$ cat config.mk
export PLATFORM = sky130hd
export DESIGN_NAME = alu_exec_stage
export DESIGN_NICKNAME = d
export VERILOG_FILES = /design/src/rtl/alu_exec_stage.sv
export SDC_FILE = /design/constraint.sdc
export NUM_CORES = 1
export LEC_CHECK = 0
export CORE_AREA = 10 10 175 177
export CTS_CLUSTER_SIZE = 25
export DETAILED_ROUTE_END_ITERATION = 16
export DIE_AREA = 0 0 185 187
export GPL_TIMING_DRIVEN = 1
export PLACE_DENSITY = 0.79
export SYNTH_ARGS = -nofsm -noshare
export SYNTH_HDL_FRONTEND = slang
export SYNTH_SLANG_ARGS = --single-unit
$ cat constraint.sdc
create_clock -name clk -period 2.85 [get_ports clk]
set_input_delay 0.285 -clock clk [delete_from_list [all_inputs] [get_ports clk]]
set_output_delay 0.285 -clock clk [all_outputs]
set_load 0.02 [all_outputs]
$ cat src/rtl/alu_exec_stage.sv
// rtl/alu_exec_stage.sv - registered ALU execute stage with iterative shift-add multiply
// NZCV flag logic is built only when ALU_FLAGS_EN is defined; otherwise out_flags is tied to zero.
module alu_exec_stage #(
   parameter int N   = 32,
   parameter int OPW = 4
) (
   input  logic           clk,
   input  logic           rst_n,
   input  logic           in_valid,
   output logic           in_ready,
   input  logic [OPW-1:0] in_op,
   input  logic [N-1:0]   in_a,
   input  logic [N-1:0]   in_b,
   output logic           out_valid,
   input  logic           out_ready,
   output logic [N-1:0]   out_result,
   output logic [3:0]     out_flags,
   output logic           busy
);
   localparam int SW = $clog2(N);

   localparam logic [OPW-1:0] OP_ADD = OPW'(0);
   localparam logic [OPW-1:0] OP_SUB = OPW'(1);
   localparam logic [OPW-1:0] OP_AND = OPW'(2);
   localparam logic [OPW-1:0] OP_OR  = OPW'(3);
   localparam logic [OPW-1:0] OP_XOR = OPW'(4);
   localparam logic [OPW-1:0] OP_NOT = OPW'(5);
   localparam logic [OPW-1:0] OP_SLL = OPW'(6);
   localparam logic [OPW-1:0] OP_SRL = OPW'(7);
   localparam logic [OPW-1:0] OP_MUL = OPW'(8);

   typedef enum logic [1:0] {
      IDLE,
      MUL,
      DONE
   } state_t;

   state_t        state;
   state_t        state_nxt;
   logic [N-1:0]  a_reg;
   logic [N-1:0]  b_reg;
   logic [N-1:0]  acc;
   logic [SW-1:0] cnt;
   logic [N-1:0]  alu_res;
   logic [SW-1:0] shamt;
   logic          slot_free;
   logic          accept;
   logic          is_mul;
   logic          load_single;
   logic          load_mul;
   logic          last_iter;

   // Shift amount is masked to log2(N) bits, so it can never reach N.
   assign shamt       = in_b[SW-1:0];
   assign slot_free   = !out_valid || out_ready;
   assign in_ready    = (state == IDLE) && slot_free;
   assign accept      = in_valid && in_ready;
   assign is_mul      = (in_op == OP_MUL);
   assign load_single = accept && !is_mul;
   assign load_mul    = (state == DONE) && slot_free;
   assign last_iter   = (cnt == SW'(N - 1));
   assign busy        = (state == MUL);

   always_comb begin
      alu_res = '0;
      case (in_op)
         OP_ADD:  alu_res = in_a + in_b;
         OP_SUB:  alu_res = in_a - in_b;
         OP_AND:  alu_res = in_a & in_b;
         OP_OR:   alu_res = in_a | in_b;
         OP_XOR:  alu_res = in_a ^ in_b;
         OP_NOT:  alu_res = ~in_a;
         OP_SLL:  alu_res = in_a << shamt;
         OP_SRL:  alu_res = in_a >> shamt;
         default: alu_res = '0;
      endcase
   end

   always_comb begin
      state_nxt = state;
      case (state)
         IDLE:    if (accept && is_mul) state_nxt = MUL;
         MUL:     if (last_iter) state_nxt = DONE;
         DONE:    if (slot_free) state_nxt = IDLE;
         default: state_nxt = IDLE;
      endcase
   end

   always_ff @(posedge clk or negedge rst_n) begin
      if (!rst_n) begin
         state <= IDLE;
      end else begin
         state <= state_nxt;
      end
   end

   // One multiplier bit per cycle: N iterations, cnt tracks the bit index.
   always_ff @(posedge clk or negedge rst_n) begin
      if (!rst_n) begin
         a_reg <= '0;
         b_reg <= '0;
         acc   <= '0;
         cnt   <= '0;
      end else if (accept && is_mul) begin
         a_reg <= in_a;
         b_reg <= in_b;
         acc   <= '0;
         cnt   <= '0;
      end else if (state == MUL) begin
         if (b_reg[0]) begin
            acc <= acc + a_reg;
         end
         a_reg <= a_reg << 1;
         b_reg <= b_reg >> 1;
         cnt   <= cnt + SW'(1);
      end
   end

   always_ff @(posedge clk or negedge rst_n) begin
      if (!rst_n) begin
         out_valid  <= 1'b0;
         out_result <= '0;
      end else if (load_single) begin
         out_valid  <= 1'b1;
         out_result <= alu_res;
      end else if (load_mul) begin
         out_valid  <= 1'b1;
         out_result <= acc;
      end else if (out_ready) begin
         out_valid  <= 1'b0;
      end
   end

`ifdef ALU_FLAGS_EN
   logic [3:0] flags_c;
   logic [3:0] flags_r;
   logic       c_bit;
   logic       v_bit;

   // Carry out of an add shows up as a wrapped sum smaller than an operand.
   always_comb begin
      c_bit = 1'b0;
      v_bit = 1'b0;
      case (in_op)
         OP_ADD: begin
            c_bit = (alu_res < in_a);
            v_bit = (in_a[N-1] == in_b[N-1]) && (alu_res[N-1] != in_a[N-1]);
         end
         OP_SUB: begin
            c_bit = (in_a >= in_b);
            v_bit = (in_a[N-1] != in_b[N-1]) && (alu_res[N-1] != in_a[N-1]);
         end
         default: begin
            c_bit = 1'b0;
            v_bit = 1'b0;
         end
      endcase
      flags_c = (in_op <= OP_MUL) ? {alu_res[N-1], (alu_res == '0), c_bit, v_bit} : 4'b0000;
   end

   always_ff @(posedge clk or negedge rst_n) begin
      if (!rst_n) begin
         flags_r <= 4'b0000;
      end else if (load_single) begin
         flags_r <= flags_c;
      end else if (load_mul) begin
         flags_r <= {acc[N-1], (acc == '0), 2'b00};
      end
   end

   assign out_flags = flags_r;
`else
   assign out_flags = 4'b0000;
`endif

endmodule

==> flow_summary.yaml, run 1 <==
worst_setup_path:
  crit_fanout: 5
  cp_common_cell: "or3_4"
  crit_slowest_cell: "or4_4"
  r2r-start: "acc[7]"
  endpoint_kind: "flop"
  reg2reg_slack_ns: -0.20
  reg2reg_depth: 13
  cp.required_ns: 3.17
  crit_chain: "dlygate4sd2_1, inv_1, xnor2_2, ha_1, a21o_1, or4_4, and3_4, a2111oi_4, or3_4, a21oi_2, o21bai_1, mux2_4, or3_4"
  worstPathArrival_ns: 3.88
  critPathKind: "primary input to flop"
  startpoint: "in_b[6]"
  r2r-end: "acc[28]"
  endpoint: "out_result[29]"
  slowest_delay_ns: 0.55
  cp-start-kind: "primary input"
power_and_ir_drop:
  pwr-share-seq_pct: 24.3
  switching_power_uw: 6468
  peakVddDrop_mv: 0.7579
  comb_power_share_pct: 59.3
  swShare_pct: 44.17
  clkPwrFrac_pct: 16.4
  power.total_uw: 14640
  p_int_uw: 8176
  power_density_nw_per_um2: 683.4
  leakagePower_uw: 0.01019
timing:
  finalCriticalPeriod_ns: 3.562
  relSlewSlack_pct: 52.38
  finalClockSkew_ns: 0.008778
  setup_viol: 30
  fmax_mhz: 280.8
  grt_setup_unrepaired: "yes"
  worst_slack_ns: -0.7115
  finalSetupTns_ns: -9.989
  final_hold_viol_count: 0
  slew_violations: 0
  tightest_slew_ns: 0.7116
  post-route-period-util_pct: 125.0
synth:
  ys.flop_type: "dfrtp_1"
  synth_cell_types: 84
  ys_seq_elements: 136
  ys_seq_area_share_pct: 23.27
  synth-async-reset-ratio_pct: 100.0
  synth-edff-count: 0
  syn_inst: 1830
  syn-mean-instance-area_um2: 7.993
  yosys_warnings: 0
  synth_area_um2: 14630
floorplanning:
  die_y_um: 187
  num_rows: 61
  coreArea_um2: 27320
  die_w_um: 185
  start_util_pct: 53.54
  io_pins: 111
  die_area_um2: 34600
clock_network:
  clock-root-buffer: "clkbuf_16"
  cts_buffer_depth: 2
  htree_levels: 4
  path_clk_slew_ns: 0.07
  cts_inserted_buffers: 17
  clk_latency_ns: 0.45
  tritoncts: "done"
  cts.sinks: 136
status:
  status: "finished with violations"
  violations: "setup timing"
placement:
  gp_congestion: 1.036
  dpl.hpwl_um: 47270
  dpl_cell_area_um2: 19390
  port_buffers: 106
routing:
  drt_iter0_drc: 2695
  routedWlPerCell_um: 24.88
  via_per_inst: 6.563
  first_pass_iters: 7
  drt_wl_total_um: 67760
  antenna_left: 0
  drc: 0
  vias: 17870
cells_and_area:
  area_growth_pct: 46.49
  finalInstanceArea_um2: 21430
  num-fill-cells: 1831
  insertedDiodeCount: 0
  drive_gt1_share_pct: 34.03
  nNetsFinal: 2568
global_route:
  antenna_found_initial: 2
  track_usage_pct: 36.70
  grt_max_degree: 86
  grt_overflow_total: 0
  grt_pass1_wl_um: 99430
  grt_pass1_vias: 17400
run:
  maxCapViolations: 0
min_path:
  hold_path.class: "primary input to flop"
[final cells by class]
cell class / instances / area [µm²] / share of cell area [%]
Sequential cell: 136 / 3405 / 15.89
Inverter: 82 / 315.3 / 1.471
Clock inverter: 14 / 172.7 / 0.8058
Multi-Input combinational cell: 1482 / 11350 / 52.98
Tap cell: 346 / 432.9 / 2.020
Timing Repair Buffer: 645 / 5321 / 24.83
Clock buffer: 18 / 429.2 / 2.003
[placed cells by master, fill, tap and decap left out, types with 8 or more instances in the layout]
| master | count |
|---|---|
| a211oi_1 | 11 |
| a21o_1 | 40 |
| a21oi_1 | 108 |
| a21oi_2 | 24 |
| a221oi_1 | 10 |
| a221oi_2 | 10 |
| a22o_1 | 10 |
| a22oi_1 | 31 |
| a31oi_1 | 16 |
| and3_1 | 11 |
| buf_12 | 13 |
| buf_2 | 11 |
| buf_4 | 510 |
| buf_6 | 14 |
| clkbuf_16 | 18 |
| clkdlybuf4s50_1 | 86 |
| dfrtp_1 | 135 |
| ha_1 | 121 |
| inv_1 | 71 |
| inv_2 | 9 |
| mux2i_1 | 75 |
| mux4_2 | 42 |
| nand2_1 | 210 |
| nand2b_1 | 14 |
| nand3_1 | 16 |
| nand4_1 | 10 |
| nor2_1 | 177 |
| nor3_1 | 23 |
| o2111ai_1 | 8 |
| o211ai_1 | 19 |
| o21a_1 | 12 |
| o21ai_0 | 131 |
| o21ai_1 | 25 |
| o21ai_2 | 14 |
| o22ai_1 | 53 |
| or3_1 | 8 |
| xnor2_1 | 43 |
| xnor2_2 | 8 |
| xor2_1 | 22 |
[power groups by stage]
stage | Combinational, µW | Clock (µW) | Sequential (µW)
6_report | 8680 | 2400 | 3560
5_1_grt | 9290 | 2450 | 3630
4_1_cts | 7970 | 2390 | 3510
3_5_place_dp | 7590 | 0 | 3500
3_3_place_gp | 7340 | 0 | 3470
2_1_floorplan | 4240 | 0 | 3530
[critical path: cells and delay by family]
family | cells | cell delay [ns]
XOR/XNOR | 1 | 0.17
AND/OR/NAND/NOR | 4 | 1.33
adder cells (fa/ha/maj) | 1 | 0.33
AO/OA/AOI/OAI | 4 | 0.82
buffers and inverters | 2 | 0.62
multiplexers | 1 | 0.33
[synth_stat cells (20+ instances only)]
library cell / instances / area (µm²)
nor2_1: 186 / 698.2
nand2_1: 220 / 825.8
o22ai_1: 53 / 331.6
dfrtp_1: 136 / 3403
buf_2: 20 / 100.1
ha_1: 130 / 1627
clkbuf_1: 93 / 349.1
a21oi_1: 133 / 665.6
nor3_1: 30 / 150.1
xor2_1: 25 / 219.0
xnor2_1: 53 / 464.2
o21ai_0: 153 / 765.7
mux2i_1: 76 / 760.7
mux4_2: 42 / 945.9
a22oi_1: 31 / 232.7
a31oi_1: 20 / 125.1
inv_1: 78 / 292.8
a21o_1: 40 / 300.3
[stage by stage]
step	worst slack [ns]	hold WS, ns	instances	util, %
floorplan	-0.9668	-0.01059	1833	-
global placement	-1.662	0.2904	2628	70.97
detailed placement	-1.709	0.2950	2628	70.97
CTS	-0.7202	0.1997	2697	75.86
global route	-0.8038	0.2199	2723	78.42
finish	-0.7115	0.2039	2723	78.42
[worst min-delay path by stage]
stage / endpoint / depth (start not counted) / slack, ns / startpoint
after detailed placement: b_reg[9] / 1 / 0.29 / rst_n
final: b_reg[9] / 4 / 0.20 / in_b[9]
after CTS: b_reg[10] / 4 / 0.20 / in_b[10]
after floorplan: a_reg[0] / 0 / -0.01 / rst_n
after global placement: b_reg[10] / 1 / 0.29 / rst_n
after global routing: b_reg[10] / 4 / 0.22 / in_b[10]
[cells by family (layout without fill, tap and decap cells)]
group                    after synthesis  count (layout)  synth area share [%]
AO/OA/AOI/OAI                        602             602                 26.43
AND/OR/NAND/NOR                      544             544                 16.35
multiplexers                         122             122                 11.98
other                                  1               4               0.02564
buffers and inverters                215             759                 5.893
XOR/XNOR                              78              78                 4.670
flip-flops                           136             136                 23.27
adder cells (fa/ha/maj)              132             132                 11.39
[routing by layer]
metal | vias up | share of wire, % | track usage, %
met5 | - | 0 | 0
met4 | 0 | 5.8 | 15.88
met3 | 314 | 11 | 7.498
met2 | 1298 | 45 | 57.21
met1 | 8543 | 39 | 48.04
li1 | 7717 | - | -
[timing repair]
action	CTS	global route
hold endpoints to repair	52	0
cloned	0	1
gates resized for setup	161	101
setup buffers	38	31
endpoints found under the setup margin	44	40
pin swaps	98	104
hold buffers	1	0
(Power assumes the default switching activity.)
==> inputs of run 2 (changes only) <==
--- a/config.mk
+++ b/config.mk
@@ -11,6 +11,7 @@
 export DIE_AREA = 0 0 185 187
 export GPL_TIMING_DRIVEN = 1
 export PLACE_DENSITY = 0.79
+export SLEW_MARGIN = 20
 export SYNTH_ARGS = -nofsm -noshare
 export SYNTH_HDL_FRONTEND = slang
 export SYNTH_SLANG_ARGS = --single-unit
==> results of run 2 <==
Final layout, timing and power as in run 1 (identical DEF).
==> inputs of run 3 (changes only) <==
--- a/config.mk
+++ b/config.mk
@@ -5,12 +5,12 @@
 export SDC_FILE = /design/constraint.sdc
 export NUM_CORES = 1
 export LEC_CHECK = 0
-export CORE_AREA = 10 10 175 177
+export ABC_AREA = 1
+export CORE_AREA = 10 10 182 184
 export CTS_CLUSTER_SIZE = 25
 export DETAILED_ROUTE_END_ITERATION = 16
-export DIE_AREA = 0 0 185 187
-export GPL_TIMING_DRIVEN = 1
-export PLACE_DENSITY = 0.79
+export DIE_AREA = 0 0 192 194
+export PLACE_DENSITY = 0.78
 export SLEW_MARGIN = 20
 export SYNTH_ARGS = -nofsm -noshare
 export SYNTH_HDL_FRONTEND = slang
==> run 3 against run 2 <==
The flow still finishes with violations (setup timing). Wire length grew 11%. Final area is 2.7% lower. Clock-buffer cell count unchanged. Hold slack improved by 0.085 ns. Final cell count rose by 24%. Synthesized cell count up 44%. Global-route usage rose by 1.9 points. First-iteration DRC count increased by 0.56%. Via count rose by 17%. Core utilization fell by 7.5 points. Sequential cell count stayed put.
==> flow_summary.yaml, run 3 <==
routing:
  first_pass_iters: 9
  met2_length_um: 32260
  top_layer: "met4"
  drt_wl_total_um: 75000
  vias: 20910
  route.met3.wl_um: 9208
  routedWlPerCell_um: 22.18
  drc: 0
  antenna_left: 0
  drt_iter0_drc: 2710
  via_per_inst: 6.182
  met1Wirelength_um: 27770
power_and_ir_drop:
  clkPwrFrac_pct: 17.3
  leakagePower_uw: 0.01054
  power_density_nw_per_um2: 624.0
  comb_power_share_pct: 56.4
  p_int_uw: 6747
  switching_power_uw: 6264
  pwr-share-seq_pct: 26.3
  power.total_uw: 13010
  swShare_pct: 48.14
  peakVddDrop_mv: 0.4086
synth:
  synthAdderAreaFrac_pct: 10.46
  syn_inst: 2628
  synth_area_um2: 15940
  synth_top_area_share_pct: 21.35
  synth_cell_types: 53
  synth_compound_area_share_pct: 16.02
  yosys_warnings: 0
  syn-mean-instance-area_um2: 6.065
  synth_mux_area_share_pct: 0
  synth-edff-count: 0
  synth_top_family_by_area: "simple AND/OR/NAND/NOR gates"
  synth_area_leader_cell: "dfrtp_1"
  synthSimpleGateAreaFrac_pct: 39.62
  synth-xor-area-share_pct: 2.418
  yosys-top-cells-area: "dfrtp_1 21%, nand2_1 19%, nand3_1 11%, ha_1 10%, inv_1 6.1%"
  ys_seq_area_share_pct: 21.35
  ys_seq_elements: 136
  synth-async-reset-ratio_pct: 100.0
  synth_most_common_cell: "nand2_1"
  synth_common_cells: "825 x nand2_1, 344 x nand3_1, 260 x inv_1"
  ys.flop_type: "dfrtp_1"
run:
  maxCapViolations: 0
worst_setup_path:
  r2r-end: "acc[22]"
  crit_chain: "buf_8, inv_8, ha_4, nand3_4, nor3_4, nand3_2, nand2_2, o21ai_0, xor2_1, ha_1, nand2_2, nor2_2, inv_1, nor3_1, nand2_1, nand2_2, a21oi_1, o21ai_1, buf_4, nand3b_1, nand2_1, a21oi_1"
  cp.required_ns: 3.18
  r2r-start: "acc[0]"
  slowest_delay_ns: 0.40
  crit_fanout: 4
  critPathKind: "primary input to flop"
  worstPathArrival_ns: 3.21
  reg2reg_slack_ns: 0.29
  cp_common_cell: "nand2_2"
  crit_slowest_cell: "ha_1"
  startpoint: "in_b[0]"
  cp-start-kind: "primary input"
  reg2reg_depth: 11
  endpoint_kind: "flop"
floorplanning:
  num_rows: 63
  start_util_pct: 54.21
  die_area_um2: 37250
  die_y_um: 194
  io_pins: 111
  die_w_um: 192
  coreArea_um2: 29400
placement:
  place_inst: 3322
  gp_congestion: 1.137
  pre_cts_ws_ns: -1.002
  port_buffers: 106
  dpl.hpwl_um: 57320
min_path:
  whs_endpoint: "b_reg[3]"
  hold_path.class: "primary input to flop"
  hold_start: "in_b[3]"
  hold_depth: 4
cells_and_area:
  final_cell_mix: "769 x nand2_1, 328 x nand3_1, 320 x buf_4"
  final_common_cell: "nand2_1"
  multi_input_area_um2: 11670
  seq_area_um2: 3403
  drive_gt1_share_pct: 19.87
  finalNonFillerCells: 3382
  area_growth_pct: 30.82
  post-route-util_pct: 70.92
  num-fill-cells: 2458
  nNetsFinal: 3182
timing:
  setup_viol: 2
  fmax_mhz: 346.4
  relSlewSlack_pct: 35.09
  slew_violations: 0
  post-route-period-util_pct: 101.3
  finalCriticalPeriod_ns: 2.887
  finalClockSkew_ns: 0.02125
  grt_setup_unrepaired: "yes"
  worst_slack_ns: -0.03718
  final_hold_viol_count: 0
  tightest_slew_ns: 0.9726
  finalSetupTns_ns: -0.04863
status:
  status: "finished with violations"
  violations: "setup timing"
clock_network:
  clock-root-buffer: "clkbuf_16"
  cts_inserted_buffers: 17
  clk_latency_ns: 0.46
  tritoncts: "done"
  path_clk_slew_ns: 0.06
  cts.sinks: 136
  cts_buffer_depth: 2
  htree_levels: 4
global_route:
  track_usage_pct: 38.56
  grt_pass1_vias: 19790
  grt_overflow_total: 0
  antenna_found_initial: 1
  grt_max_degree: 71
  grt_pass1_wl_um: 112200
-- run 3: cell count changes in the layout (fill, tap and decap cells not counted), sizes merged, moves of 21 or more --
cell    previous run  this run
xnor2             53         8
o22ai             53         2
a21o              40         6
nand2            220       830
inv               84       270
nor2             187       231
mux4              42         0
mux2i             76         0
a221oi            21         0
o21ai            173       135
a21oi            135       186
buf              552       341
nand3             19       347
-- run 3: cells by family (layout without fill, tap and decap cells) --
logic type      after synthesis  after routing
flops                       136            136
xor+xnor                     44             44
simple gates               1488           1488
fa+ha+maj                   132            132
other cells                   1              6
buf+inv                     384            743
compound gates              443            443
-- run 3: power groups by stage --
stage,logic [µW],clock network [µW],registers (µW)
3_3_place_gp,6600,0,3350
6_report,7340,2250,3430
3_5_place_dp,6780,0,3390
4_1_cts,6930,2240,3380
2_1_floorplan,3950,0,3470
5_1_grt,7910,2340,3490
-- run 3: metal layers --
metal	GRT usage (%)	up-vias
li1	-	9383
met1	47.89	9706
met2	59.17	1444
met3	9.550	375
met4	22.66	0
met5	0	-
-- run 3: area by class of cell --
| class | count | area share [%] |
|---|---|---|
| Clock buffer | 18 | 2.058 |
| Timing Repair Buffer | 443 | 17.67 |
| Inverter | 269 | 4.920 |
| Antenna cell | 2 | 0.02400 |
| Clock inverter | 13 | 0.7141 |
| Tap cell | 390 | 2.340 |
| Sequential cell | 136 | 16.32 |
| Multi-Input combinational cell | 2111 | 55.95 |
-- run 3: worst max-delay path: cells and delay by family --
family	cells	cell delay [ns]
adders and majority gates	2	0.54
and+or+nand+nor	11	1.38
xor gates and xnor gates	1	0.16
AOI/OAI and AO/OA	4	0.43
buffers and inverters	4	0.41
-- run 3: worst max-delay path by stage --
stage | to | slack [ns] | depth (start not counted)
final | out_result[13] | -0.04 | 22
after global routing | out_result[30] | -0.19 | 23
after CTS | out_result[30] | 0.005 | 23
after detailed placement | out_result[26] | -1.00 | 23
after global placement | out_result[30] | -0.96 | 22
after floorplan | out_result[31] | -0.12 | 28
-- run 3: repair_timing --
item / CTS / global route
hold buffers: 1 / 0
setup endpoints to repair: 30 / 28
buffers inserted: 11 / 15
hold endpoints to repair: 47 / 0
pin swaps: 48 / 82
resized for setup: 82 / 157
-- run 3: metrics by stage --
stage                     hold WS, ns  area [µm²]
after global placement         0.2619       19400
after global routing           0.3150       20850
after detailed placement       0.2644       19400
final                          0.2886       20850
after CTS                      0.3595       20260
after floorplan              -0.01059       16040
